[src/rtl/lsu_pkg.sv]
// Shared definitions for the load/store unit: size encodings, FSM states
// and the alignment check used when a request is accepted.
package lsu_pkg;

    localparam logic [1:0] SZ_BYTE = 2'b00;
    localparam logic [1:0] SZ_HALF = 2'b01;
    localparam logic [1:0] SZ_WORD = 2'b10;
    localparam logic [1:0] SZ_RSVD = 2'b11;

    typedef enum logic [1:0] {
        ST_IDLE  = 2'b00,
        ST_READ  = 2'b01,
        ST_WRITE = 2'b10,
        ST_DONE  = 2'b11
    } lsu_state_e;

    // Reserved size is treated as a fault alongside real misalignment.
    function automatic logic access_fault(input logic [1:0] size, input logic [1:0] lo);
        logic f;
        case (size)
            SZ_BYTE: f = 1'b0;
            SZ_HALF: f = lo[0];
            SZ_WORD: f = (lo != 2'b00);
            default: f = 1'b1;
        endcase
        return f;
    endfunction

endpackage

[src/rtl/load_store_unit_if.sv]
// CPU-side request bus and word-memory port of the load/store unit.
interface load_store_unit_if #(parameter int ADDR_W = 32);
  logic              i_req;
  logic              i_we;
  logic [1:0]        i_size;
  logic              i_unsigned;
  logic [ADDR_W-1:0] i_addr;
  logic [31:0]       i_wData;
  logic              o_ready;
  logic              o_done;
  logic              o_fault;
  logic [31:0]       o_rData;
  logic              o_DMem_we;
  logic [ADDR_W-1:0] o_DMem_addr;
  logic [31:0]       o_DMem_wData;
  logic [31:0]       i_DMem_rData;

  modport master (
    output i_req, i_we, i_size, i_unsigned, i_addr, i_wData, i_DMem_rData,
    input  o_ready, o_done, o_fault, o_rData, o_DMem_we, o_DMem_addr, o_DMem_wData
  );

  modport slave (
    input  i_req, i_we, i_size, i_unsigned, i_addr, i_wData, i_DMem_rData,
    output o_ready, o_done, o_fault, o_rData, o_DMem_we, o_DMem_addr, o_DMem_wData
  );
endinterface

[src/rtl/lsu_lane.sv]
// Little-endian lane logic: load extraction with sign/zero extension and
// sub-word store merge into the previously read word.
module lsu_lane
  import lsu_pkg::*;
(
  input  logic [1:0]  size,
  input  logic        is_unsigned,
  input  logic [1:0]  lane,
  input  logic [31:0] rd_word,
  input  logic [31:0] old_word,
  input  logic [31:0] st_data,
  output logic [31:0] load_val,
  output logic [31:0] merge_word
);

  logic [7:0]  byte_s;
  logic [15:0] half_s;

  // Select the addressed byte and halfword from the read word.
  always_comb begin
    byte_s = 8'h00;
    case (lane)
      2'd0:    byte_s = rd_word[7:0];
      2'd1:    byte_s = rd_word[15:8];
      2'd2:    byte_s = rd_word[23:16];
      2'd3:    byte_s = rd_word[31:24];
      default: byte_s = 8'h00;
    endcase
    if (lane[1]) begin
      half_s = rd_word[31:16];
    end else begin
      half_s = rd_word[15:0];
    end
  end

  // Extend the selected lane; full words pass through unmodified.
  always_comb begin
    load_val = rd_word;
    case (size)
      SZ_BYTE: load_val = {{24{~is_unsigned & byte_s[7]}}, byte_s};
      SZ_HALF: load_val = {{16{~is_unsigned & half_s[15]}}, half_s};
      default: load_val = rd_word;
    endcase
  end

  // Replace only the addressed lane of the old word for sub-word stores.
  always_comb begin
    merge_word = st_data;
    case (size)
      SZ_BYTE: begin
        merge_word = old_word;
        case (lane)
          2'd0:    merge_word[7:0]   = st_data[7:0];
          2'd1:    merge_word[15:8]  = st_data[7:0];
          2'd2:    merge_word[23:16] = st_data[7:0];
          2'd3:    merge_word[31:24] = st_data[7:0];
          default: merge_word = old_word;
        endcase
      end
      SZ_HALF: begin
        merge_word = old_word;
        if (lane[1]) begin
          merge_word[31:16] = st_data[15:0];
        end else begin
          merge_word[15:0] = st_data[15:0];
        end
      end
      default: merge_word = st_data;
    endcase
  end

endmodule

[src/rtl/load_store_unit.sv]
// Multi-cycle load/store sequencer: turns byte/half/word accesses into
// aligned word transactions, with read-modify-write for sub-word stores.
module load_store_unit
  import lsu_pkg::*;
#(
  parameter int ADDR_W = 32
) (
  input  logic             clk,
  input  logic             rst,
  load_store_unit_if.slave bus
);

  lsu_state_e        state_r;
  logic              we_r;
  logic [1:0]        size_r;
  logic              uns_r;
  logic [ADDR_W-1:0] addr_r;
  logic [31:0]       wdata_r;
  logic [31:0]       old_r;
  logic [31:0]       rdata_r;
  logic              fault_r;

  logic [31:0]       load_val_s;
  logic [31:0]       merge_s;
  logic              mem_active_s;

  lsu_lane u_lane (
    .size        (size_r),
    .is_unsigned (uns_r),
    .lane        (addr_r[1:0]),
    .rd_word     (bus.i_DMem_rData),
    .old_word    (old_r),
    .st_data     (wdata_r),
    .load_val    (load_val_s),
    .merge_word  (merge_s)
  );

  // Sequencer state, latched request and result registers.
  always_ff @(posedge clk or posedge rst) begin
    if (rst) begin
      state_r <= ST_IDLE;
      we_r    <= 1'b0;
      size_r  <= SZ_BYTE;
      uns_r   <= 1'b0;
      addr_r  <= '0;
      wdata_r <= 32'h0000_0000;
      old_r   <= 32'h0000_0000;
      rdata_r <= 32'h0000_0000;
      fault_r <= 1'b0;
    end else begin
      case (state_r)
        ST_IDLE: begin
          if (bus.i_req) begin
            we_r    <= bus.i_we;
            size_r  <= bus.i_size;
            uns_r   <= bus.i_unsigned;
            addr_r  <= bus.i_addr;
            wdata_r <= bus.i_wData;
            if (access_fault(bus.i_size, bus.i_addr[1:0])) begin
              fault_r <= 1'b1;
              state_r <= ST_DONE;
            end else begin
              fault_r <= 1'b0;
              if (bus.i_we && (bus.i_size == SZ_WORD)) begin
                state_r <= ST_WRITE;
              end else begin
                state_r <= ST_READ;
              end
            end
          end else begin
            state_r <= ST_IDLE;
          end
        end
        ST_READ: begin
          old_r <= bus.i_DMem_rData;
          if (we_r) begin
            state_r <= ST_WRITE;
          end else begin
            rdata_r <= load_val_s;
            state_r <= ST_DONE;
          end
        end
        ST_WRITE: state_r <= ST_DONE;
        ST_DONE:  state_r <= ST_IDLE;
        default:  state_r <= ST_IDLE;
      endcase
    end
  end

  // Memory strobes are pure state decodes, so reset kills them at once.
  assign mem_active_s     = (state_r == ST_READ) || (state_r == ST_WRITE);
  assign bus.o_ready      = (state_r == ST_IDLE);
  assign bus.o_done       = (state_r == ST_DONE);
  assign bus.o_fault      = (state_r == ST_DONE) && fault_r;
  assign bus.o_rData      = rdata_r;
  assign bus.o_DMem_we    = (state_r == ST_WRITE);
  assign bus.o_DMem_addr  = mem_active_s ? {addr_r[ADDR_W-1:2], 2'b00} : '0;
  assign bus.o_DMem_wData = (state_r == ST_WRITE) ? merge_s : 32'h0000_0000;

endmodule

[src/flat_wrapper.sv]
// flat-port wrapper written by rule: the top's interface ports become plain ports
module load_store_unit_flat import lsu_pkg::*;
#(
  parameter int ADDR_W = 32
)
  (clk, rst, bus_i_req, bus_i_we, bus_i_size, bus_i_unsigned, bus_i_addr, bus_i_wData, bus_i_DMem_rData, bus_o_ready, bus_o_done, bus_o_fault, bus_o_rData, bus_o_DMem_we, bus_o_DMem_addr, bus_o_DMem_wData);
  load_store_unit_if #(.ADDR_W(ADDR_W)) bus_i ();
  input  logic clk;
  input  logic rst;
  input wire logic [$bits(bus_i.i_req)-1:0] bus_i_req;
  input wire logic [$bits(bus_i.i_we)-1:0] bus_i_we;
  input wire logic [$bits(bus_i.i_size)-1:0] bus_i_size;
  input wire logic [$bits(bus_i.i_unsigned)-1:0] bus_i_unsigned;
  input wire logic [$bits(bus_i.i_addr)-1:0] bus_i_addr;
  input wire logic [$bits(bus_i.i_wData)-1:0] bus_i_wData;
  input wire logic [$bits(bus_i.i_DMem_rData)-1:0] bus_i_DMem_rData;
  output wire logic [$bits(bus_i.o_ready)-1:0] bus_o_ready;
  output wire logic [$bits(bus_i.o_done)-1:0] bus_o_done;
  output wire logic [$bits(bus_i.o_fault)-1:0] bus_o_fault;
  output wire logic [$bits(bus_i.o_rData)-1:0] bus_o_rData;
  output wire logic [$bits(bus_i.o_DMem_we)-1:0] bus_o_DMem_we;
  output wire logic [$bits(bus_i.o_DMem_addr)-1:0] bus_o_DMem_addr;
  output wire logic [$bits(bus_i.o_DMem_wData)-1:0] bus_o_DMem_wData;
  assign bus_i.i_req = bus_i_req;
  assign bus_i.i_we = bus_i_we;
  assign bus_i.i_size = bus_i_size;
  assign bus_i.i_unsigned = bus_i_unsigned;
  assign bus_i.i_addr = bus_i_addr;
  assign bus_i.i_wData = bus_i_wData;
  assign bus_i.i_DMem_rData = bus_i_DMem_rData;
  assign bus_o_ready = bus_i.o_ready;
  assign bus_o_done = bus_i.o_done;
  assign bus_o_fault = bus_i.o_fault;
  assign bus_o_rData = bus_i.o_rData;
  assign bus_o_DMem_we = bus_i.o_DMem_we;
  assign bus_o_DMem_addr = bus_i.o_DMem_addr;
  assign bus_o_DMem_wData = bus_i.o_DMem_wData;
  load_store_unit #(.ADDR_W(ADDR_W)) u_core (.clk(clk), .rst(rst), .bus(bus_i));
endmodule
[config.mk]
export PLATFORM = sky130hd
export DESIGN_NAME = load_store_unit_flat
export DESIGN_NICKNAME = d
export VERILOG_FILES = /design/src/rtl/lsu_pkg.sv /design/src/rtl/load_store_unit_if.sv /design/src/rtl/lsu_lane.sv /design/src/rtl/load_store_unit.sv /design/src/flat_wrapper.sv
export SDC_FILE = /design/constraint.sdc
export NUM_CORES = 1
export LEC_CHECK = 0
export CAP_MARGIN = 15
export CORE_ASPECT_RATIO = 0.8
export CORE_MARGIN = 4
export CORE_UTILIZATION = 48
export CTS_CLUSTER_DIAMETER = 120
export DETAILED_ROUTE_END_ITERATION = 10
export PLACE_DENSITY = 0.82
export SKIP_LAST_GASP = 1
export SLEW_MARGIN = 25
export SYNTH_ARGS = -nofsm -noshare
export SYNTH_HDL_FRONTEND = slang
export SYNTH_SLANG_ARGS = --single-unit
export TNS_END_PERCENT = 50
[constraint.sdc]
create_clock -name clk -period 5.8 [get_ports clk]
set_clock_uncertainty 0.1 [all_clocks]
set_input_delay 1.16 -clock clk [delete_from_list [all_inputs] [get_ports clk]]
set_output_delay 1.16 -clock clk [all_outputs]
set_load 0.02 [all_outputs]
==> flow_metrics.py <==
metrics = {
    "run_status": {
        "status": "finished clean",
    },
    "yosys": {
        "synthCells": 577,
        "synth_flop_cell": "dfrtp_1",
        "yosysSeqAreaShare_pct": 50.4,
        "netlist_area_um2": 6710,
        "synth.top_cell.area_share_pct": 50.4,
        "yosys.area.top_type": "dfrtp_1",
        "synth_edf_count": 0,
        "yosysUniqueCellTypes": 37,
        "synth_warnings": 0,
        "synth_seq_cells": 135,
        "synth.most_common_cell": "dfrtp_1",
        "synth.avg_cell_area_um2": 11.6,
        "synth_async_sr_flop_share_pct": 100,
        "netlist_top_cells_count": "135 x dfrtp_1, 113 x mux2_2, 66 x a21oi_1",
        "netlist_top_cells_area": "dfrtp_1 50%, mux2_2 19%, mux2i_1 5.1%",
    },
    "timing": {
        "post-route-period-util_pct": 78.9,
        "max_slew.worst_pin.slew_ps": 874,
        "setup_viol": 0,
        "rsz0062_at_grt": "no",
        "period_needed_ps": 4580,
        "relSlewSlack_pct": 41.7,
        "hold_ws_ps": 381,
        "fmax_mhz": 218,
        "tns_ps": 0,
        "hold_violations": 0,
        "slew_viol_final": 0,
    },
    "global_route": {
        "antenna_found_initial": 0,
        "grt_pass1_vias": 5633,
        "grt_max_degree": 106,
        "grt_pass1_wl_mm": 31.2,
        "grt_remaining_overflow": 0,
        "grt_use_total_pct": 25.3,
    },
    "cells_and_area": {
        "fillerInstances": 974,
        "layout-area-overhead-vs-synth_pct": 41.1,
        "antenna_cells": 0,
        "post-route-util_pct": 69.4,
        "final_nets": 869,
        "drive_above_1_share_pct": 21.3,
        "fin_cells": 955,
        "multi_input_area_um2": 3080,
        "register_area_um2": 3380,
    },
    "critical_path": {
        "cp-start-kind": "register",
        "rr_startpoint": "u_core.size_r[1]",
        "arrival_ps": 3320,
        "critPathCaptureType": "primary output",
        "timing.rr.end": "u_core.bus.o_rData[9]",
        "crit_path_max_fanout": 26,
        "worst-endpoint-required_ps": 4540,
        "r2r_cells": 5,
        "rrSetupSlack_ps": 3240,
        "path_class": "register to primary output",
    },
    "routing": {
        "via_per_inst": 5.68,
        "first_pass_iters": 6,
        "ant_nets": 0,
        "wl_mm": 20.1,
        "drc": 0,
        "num_vias": 5427,
        "routedWlPerCell_um": 21.1,
        "drt_iter0_drc": 435,
    },
    "clock_tree": {
        "clk_latency_ps": 410,
        "cts_buffer_depth": 2,
        "clk_pin_slew_ps": 60,
        "cts_sinks": 135,
        "cts_inserted_buffers": 17,
        "post_cts.resized_instances": 0,
        "cts_tree": "built",
        "cts_htree_levels": 4,
        "cts_hold_buf": 0,
        "post-cts-setup-buffer-count": 0,
        "clock-root-buffer": "clkbuf_16",
    },
    "die": {
        "die_area_um2": 15900,
        "start_util_pct": 49.2,
        "io_pins": 203,
        "core_um2": 13600,
        "die_w_um": 140,
        "rows": 38,
        "die_h_um": 114,
    },
    "power_and_ir_drop": {
        "p_clk_share_pct": 19.4,
        "comb_power_share_pct": 51.6,
        "switching_power_w": 0.00245,
        "total_power_w": 0.00630,
        "p_leak_nw": 3.95,
        "power_frac_seq_pct": 29.0,
        "internal_power_w": 0.00385,
        "ir_worst_vdd_mv": 0.455,
        "swShare_pct": 38.9,
        "p_per_area_nw_per_um2": 666,
    },
    "job": {
        "drv_cap": 0,
    },
    "place": {
        "gp_congestion": 0.830,
        "place_hpwl_mm": 14.4,
        "place_inst": 923,
        "port_buffers": 200,
    },
    "hold_path": {
        "holdPathEnd": "u_core.bus.o_rData[5]",
        "min_from": "u_core.bus.o_rData[5]",
        "hold_class": "register to register",
        "whs_path_depth": 1,
    },
}
==> cells by family after synthesis <==
group / Yosys count / synth area share [%]
AO/OA/AOI/OAI: 120 / 11.0
adder cells (fa/ha/maj): 4 / 0.746
buffers and inverters: 51 / 3.82
flip-flops: 135 / 50.4
multiplexers: 149 / 24.4
other: 1 / 0.0559
AND/OR/NAND/NOR: 117 / 9.66
==> layout by cell type, fill, tap and decap left out, types with 2 or more instances in the layout <==
cell,count
nand2_1,12
a21o_1,7
mux2_1,2
dfrtp_1,135
clkdlybuf4s50_1,200
conb_1,2
mux2_2,113
or3_1,8
buf_4,10
mux2i_1,34
bufinv_16,5
and2_1,31
clkinv_2,2
a21oi_1,66
o21ai_0,23
o221ai_1,10
clkinvlp_4,2
nor2_1,23
nand2b_1,9
nor3_1,2
inv_1,5
clkbuf_16,17
a222oi_1,8
ha_1,4
nor2b_1,22
clkbuf_8,4
==> worst max-delay path: stages (launching register included) <==
cell	delay (ps)
dfrtp_1	910
inv_1	470
buf_4	340
o21ai_2	240
mux2i_1	150
nor2b_1	160
clkdlybuf4s50_1	620
==> metrics by stage <==
stage                     worst slack (ps)  instance area (µm²)
final                                 1220                 9470
after global routing                  1000                 9470
after CTS                             1230                 9470
after detailed placement              1670                 8790
after global placement                1830                 8790
after floorplan                        929                 6710
==> final cells by class <==
class | count | share of cell area (%)
clock buffer | 21 | 5.07
clock inverter | 11 | 2.04
inverter | 6 | 0.317
multi-input combinational | 392 | 32.6
sequential | 135 | 35.7
tap | 180 | 2.38
timing repair buffer | 210 | 21.9
==> flip-flops by register name, summed over array words and instances, names as in the netlist <==
register and flops:
u_core.state_r 2, u_core.fault_r 1, u_core.old_r 32, u_core.size_r 2, u_core.addr_r 32, u_core.wdata_r 32
u_core.bus.o_rData 32, u_core.we_r 1, u_core.uns_r 1
==> layer usage <==
metal	up-vias	global-route usage (%)	part of all wire, %
li1	2427	-	-
met1	2682	32.6	42
met2	290	40.5	47
met3	28	9.35	10
met4	0	7.23	1.7
met5	-	0	0
==> power groups by stage <==
| stage | clock (W) | combinational, W | sequential [W] |
|---|---|---|---|
| after floorplan | 0 | 0.00199 | 0.00179 |
| after CTS | 0.00124 | 0.00326 | 0.00182 |
| after global routing | 0.00128 | 0.00348 | 0.00188 |
| after detailed placement | 0 | 0.00323 | 0.00183 |
| final | 0.00122 | 0.00325 | 0.00183 |
| after global placement | 0 | 0.00315 | 0.00181 |
==> worst max-delay path by stage <==
stage | from | end | slack (ps) | cells past startpoint
6_report | u_core.size_r[1] | bus_o_DMem_wData[4] | 1220 | 6
2_1_floorplan | rst | u_core.addr_r[0] | 930 | 1
3_5_place_dp | u_core.size_r[1] | bus_o_DMem_wData[4] | 1670 | 6
4_1_cts | u_core.size_r[1] | bus_o_DMem_wData[4] | 1230 | 6
3_3_place_gp | u_core.size_r[1] | bus_o_DMem_wData[4] | 1830 | 6
5_1_grt | u_core.size_r[1] | bus_o_DMem_wData[1] | 1000 | 6
Power figures use the tool's default switching activity.
==> edit (config.mk and constraints unchanged) <==
Reset style: synchronous (`rst`), changed in one clocked block.
--- a/src/rtl/load_store_unit.sv
+++ b/src/rtl/load_store_unit.sv
@@ -36,7 +36,7 @@
   );
 
   // Sequencer state, latched request and result registers.
-  always_ff @(posedge clk or posedge rst) begin
+  always_ff @(posedge clk) begin
     if (rst) begin
       state_r <= ST_IDLE;
       we_r    <= 1'b0;
Formal check against the unedited RTL: differs if rst is asserted again (counterexample within 4 cycles, from zero or initial values and one cycle with rst high); with rst held inactive, the same outputs for 4 cycles.
==> edit against the original RTL <==
  * Area after synthesis fell by 6.1%
  * Count of clock-buffer cells in the layout rose by 3
  * First-iteration DRC count rose by 41%
  * Largest cell class is now multi-input combinational cells
  * Routed wire length rose by 1.5%
  * Final area fell by 6.3%
  * Worst setup slack got worse by 230 ps
  * Global-route usage rose by 1.6 points
  * Non-clock buffer count fell by 6
  * Sequential cell count did not move
  * Via count rose by 14%
Power is not compared: it rests on default switching activity, and its combinational part moved more than twofold at a synthesized area within 25%.
==> edit: results (changes against the original RTL) <==
\begin{tabular}{lr}
\hline
Metric & Value \\
\hline
\multicolumn{2}{l}{\textbf{Synthesis}} \\
\quad Leading post-synthesis cells by cell area & dfxtp\_1, nand2\_1, mux2i\_1, a21oi\_1, nor2\_1 \\
\quad Number of library cell types mapped by synthesis & 39 (+5.4\%) \\
\quad Syn Inst Count & 764 (+32\%) \\
\quad Post-synthesis sequential area ratio & 42.9\% (-7.5 points) \\
\quad Most used flip-flop cell after synthesis & dfxtp\_1 \\
\quad Post-synth ARST share & 0\% (-100 points) \\
\multicolumn{2}{l}{\textbf{Final layout}} \\
\quad Number of filler instances in the final layout & 1109 (+14\%) \\
\quad Layout Nets & 1033 (+19\%) \\
\multicolumn{2}{l}{\textbf{Route}} \\
\quad Iteration-0 DRC Markers & 615 (+41\%) \\
\quad Detail-routed net length per standard cell & 18.3 µm (-13\%) \\
\quad Post-detailed-routing wire length & 20.4 mm (+1.5\%) \\
\quad TritonRoute pass-1 iters & 5 (-1) \\
\multicolumn{2}{l}{\textbf{Hold path}} \\
\quad Min-Delay Endpoint & u\_core.addr\_r[18] \\
\quad Instance count along the most critical hold path & 2 (+1) \\
\multicolumn{2}{l}{\textbf{Global route}} \\
\quad Met1 usage in global routing & 37.6\% (+5.0 points) \\
\quad GR Util All Layers & 26.9\% (+1.6 points) \\
\quad Met2 usage & 41.1\% (+0.68 points) \\
\quad Global routing usage on met3 & 6.83\% (-2.5 points) \\
\quad Vias in the first global route & 6025 (+7.0\%) \\
\multicolumn{2}{l}{\textbf{Place}} \\
\quad DP Cell Count & 1082 (+17\%) \\
\quad Routability congestion estimate from global placement & 0.902 (+8.6\%) \\
\quad Detailed placer's ending HPWL & 14.2 mm (-1.8\%) \\
\quad Worst setup slack before clock tree synthesis & 1600 ps (-63.3 ps) \\
\multicolumn{2}{l}{\textbf{Outcome}} \\
\quad Outcome & complete, no violations \\
\multicolumn{2}{l}{\textbf{Setup path}} \\
\quad Reg2Reg Capture Point & u\_core.bus.o\_rData[14] \\
\quad Length in cells of the worst reg-to-reg path & 4 (-1) \\
\quad Slowest library cell on the worst path & dfxtp\_1 \\
\quad Worst reg-to-reg setup slack & 3260 ps (+20 ps) \\
\multicolumn{2}{l}{\textbf{STA}} \\
\quad Smallest hold slack & 347 ps (-33.5 ps) \\
\hline
\end{tabular}
## edit: cell count changes after synthesis, moves of 10 or more
| cell | unedited run | this run |
|---|---|---|
| dfxtp_1 | 0 | 135 |
| a21oi_1 | 66 | 92 |
| nor2_1 | 23 | 71 |
| dfrtp_1 | 135 | 0 |
| a211oi_1 | 0 | 14 |
| mux2i_1 | 34 | 59 |
| nand2_1 | 13 | 163 |
| mux2_2 | 113 | 0 |
| a211oi_2 | 0 | 10 |
| clkbuf_1 | 15 | 36 |
## edit: worst max path at each step
stage	cells past startpoint	slack (ps)	endpoint	from
after CTS	5	1140	bus_o_DMem_wData[15]	u_core.addr_r[1]
after global routing	5	940	bus_o_DMem_wData[15]	u_core.addr_r[1]
after detailed placement	5	1600	bus_o_DMem_wData[15]	u_core.addr_r[1]
final	5	1000	bus_o_DMem_wData[15]	u_core.addr_r[1]
after floorplan	5	3040	bus_o_DMem_wData[25]	u_core.state_r[0]
after global placement	5	1720	bus_o_DMem_wData[14]	u_core.addr_r[1]
## edit: cell families (layout without fill, tap and decap cells)
group	after synthesis	in the layout	share of synthesized area (%)
fa+ha+maj	4	4	0.795
mux	67	67	11.3
simple gates	311	311	21.6
buf+inv	68	242	5.03
other cells	1	2	0.0595
compound gates	178	178	18.3
flops	135	135	42.9
## edit: area by class of cell
cell class / count / share of cell area (%)
clock buffers: 24 / 5.54
clock inverters: 8 / 1.07
inverters: 6 / 0.254
multi-input cells: 562 / 37.3
flip-flops and latches: 135 / 30.5
well taps: 175 / 2.47
repair buffers: 204 / 22.9
## edit: tightest hold or removal path: stages, from the launching register on
cell,delay [ps]
dfxtp_1,300
nand2_1,50
a21oi_1,50
## edit: per-layer routing
metal	vias up	share of wire, %
met5	-	0
met4	0	1.7
met3	27	9.5
met2	322	45
met1	2906	44
li1	2932	-
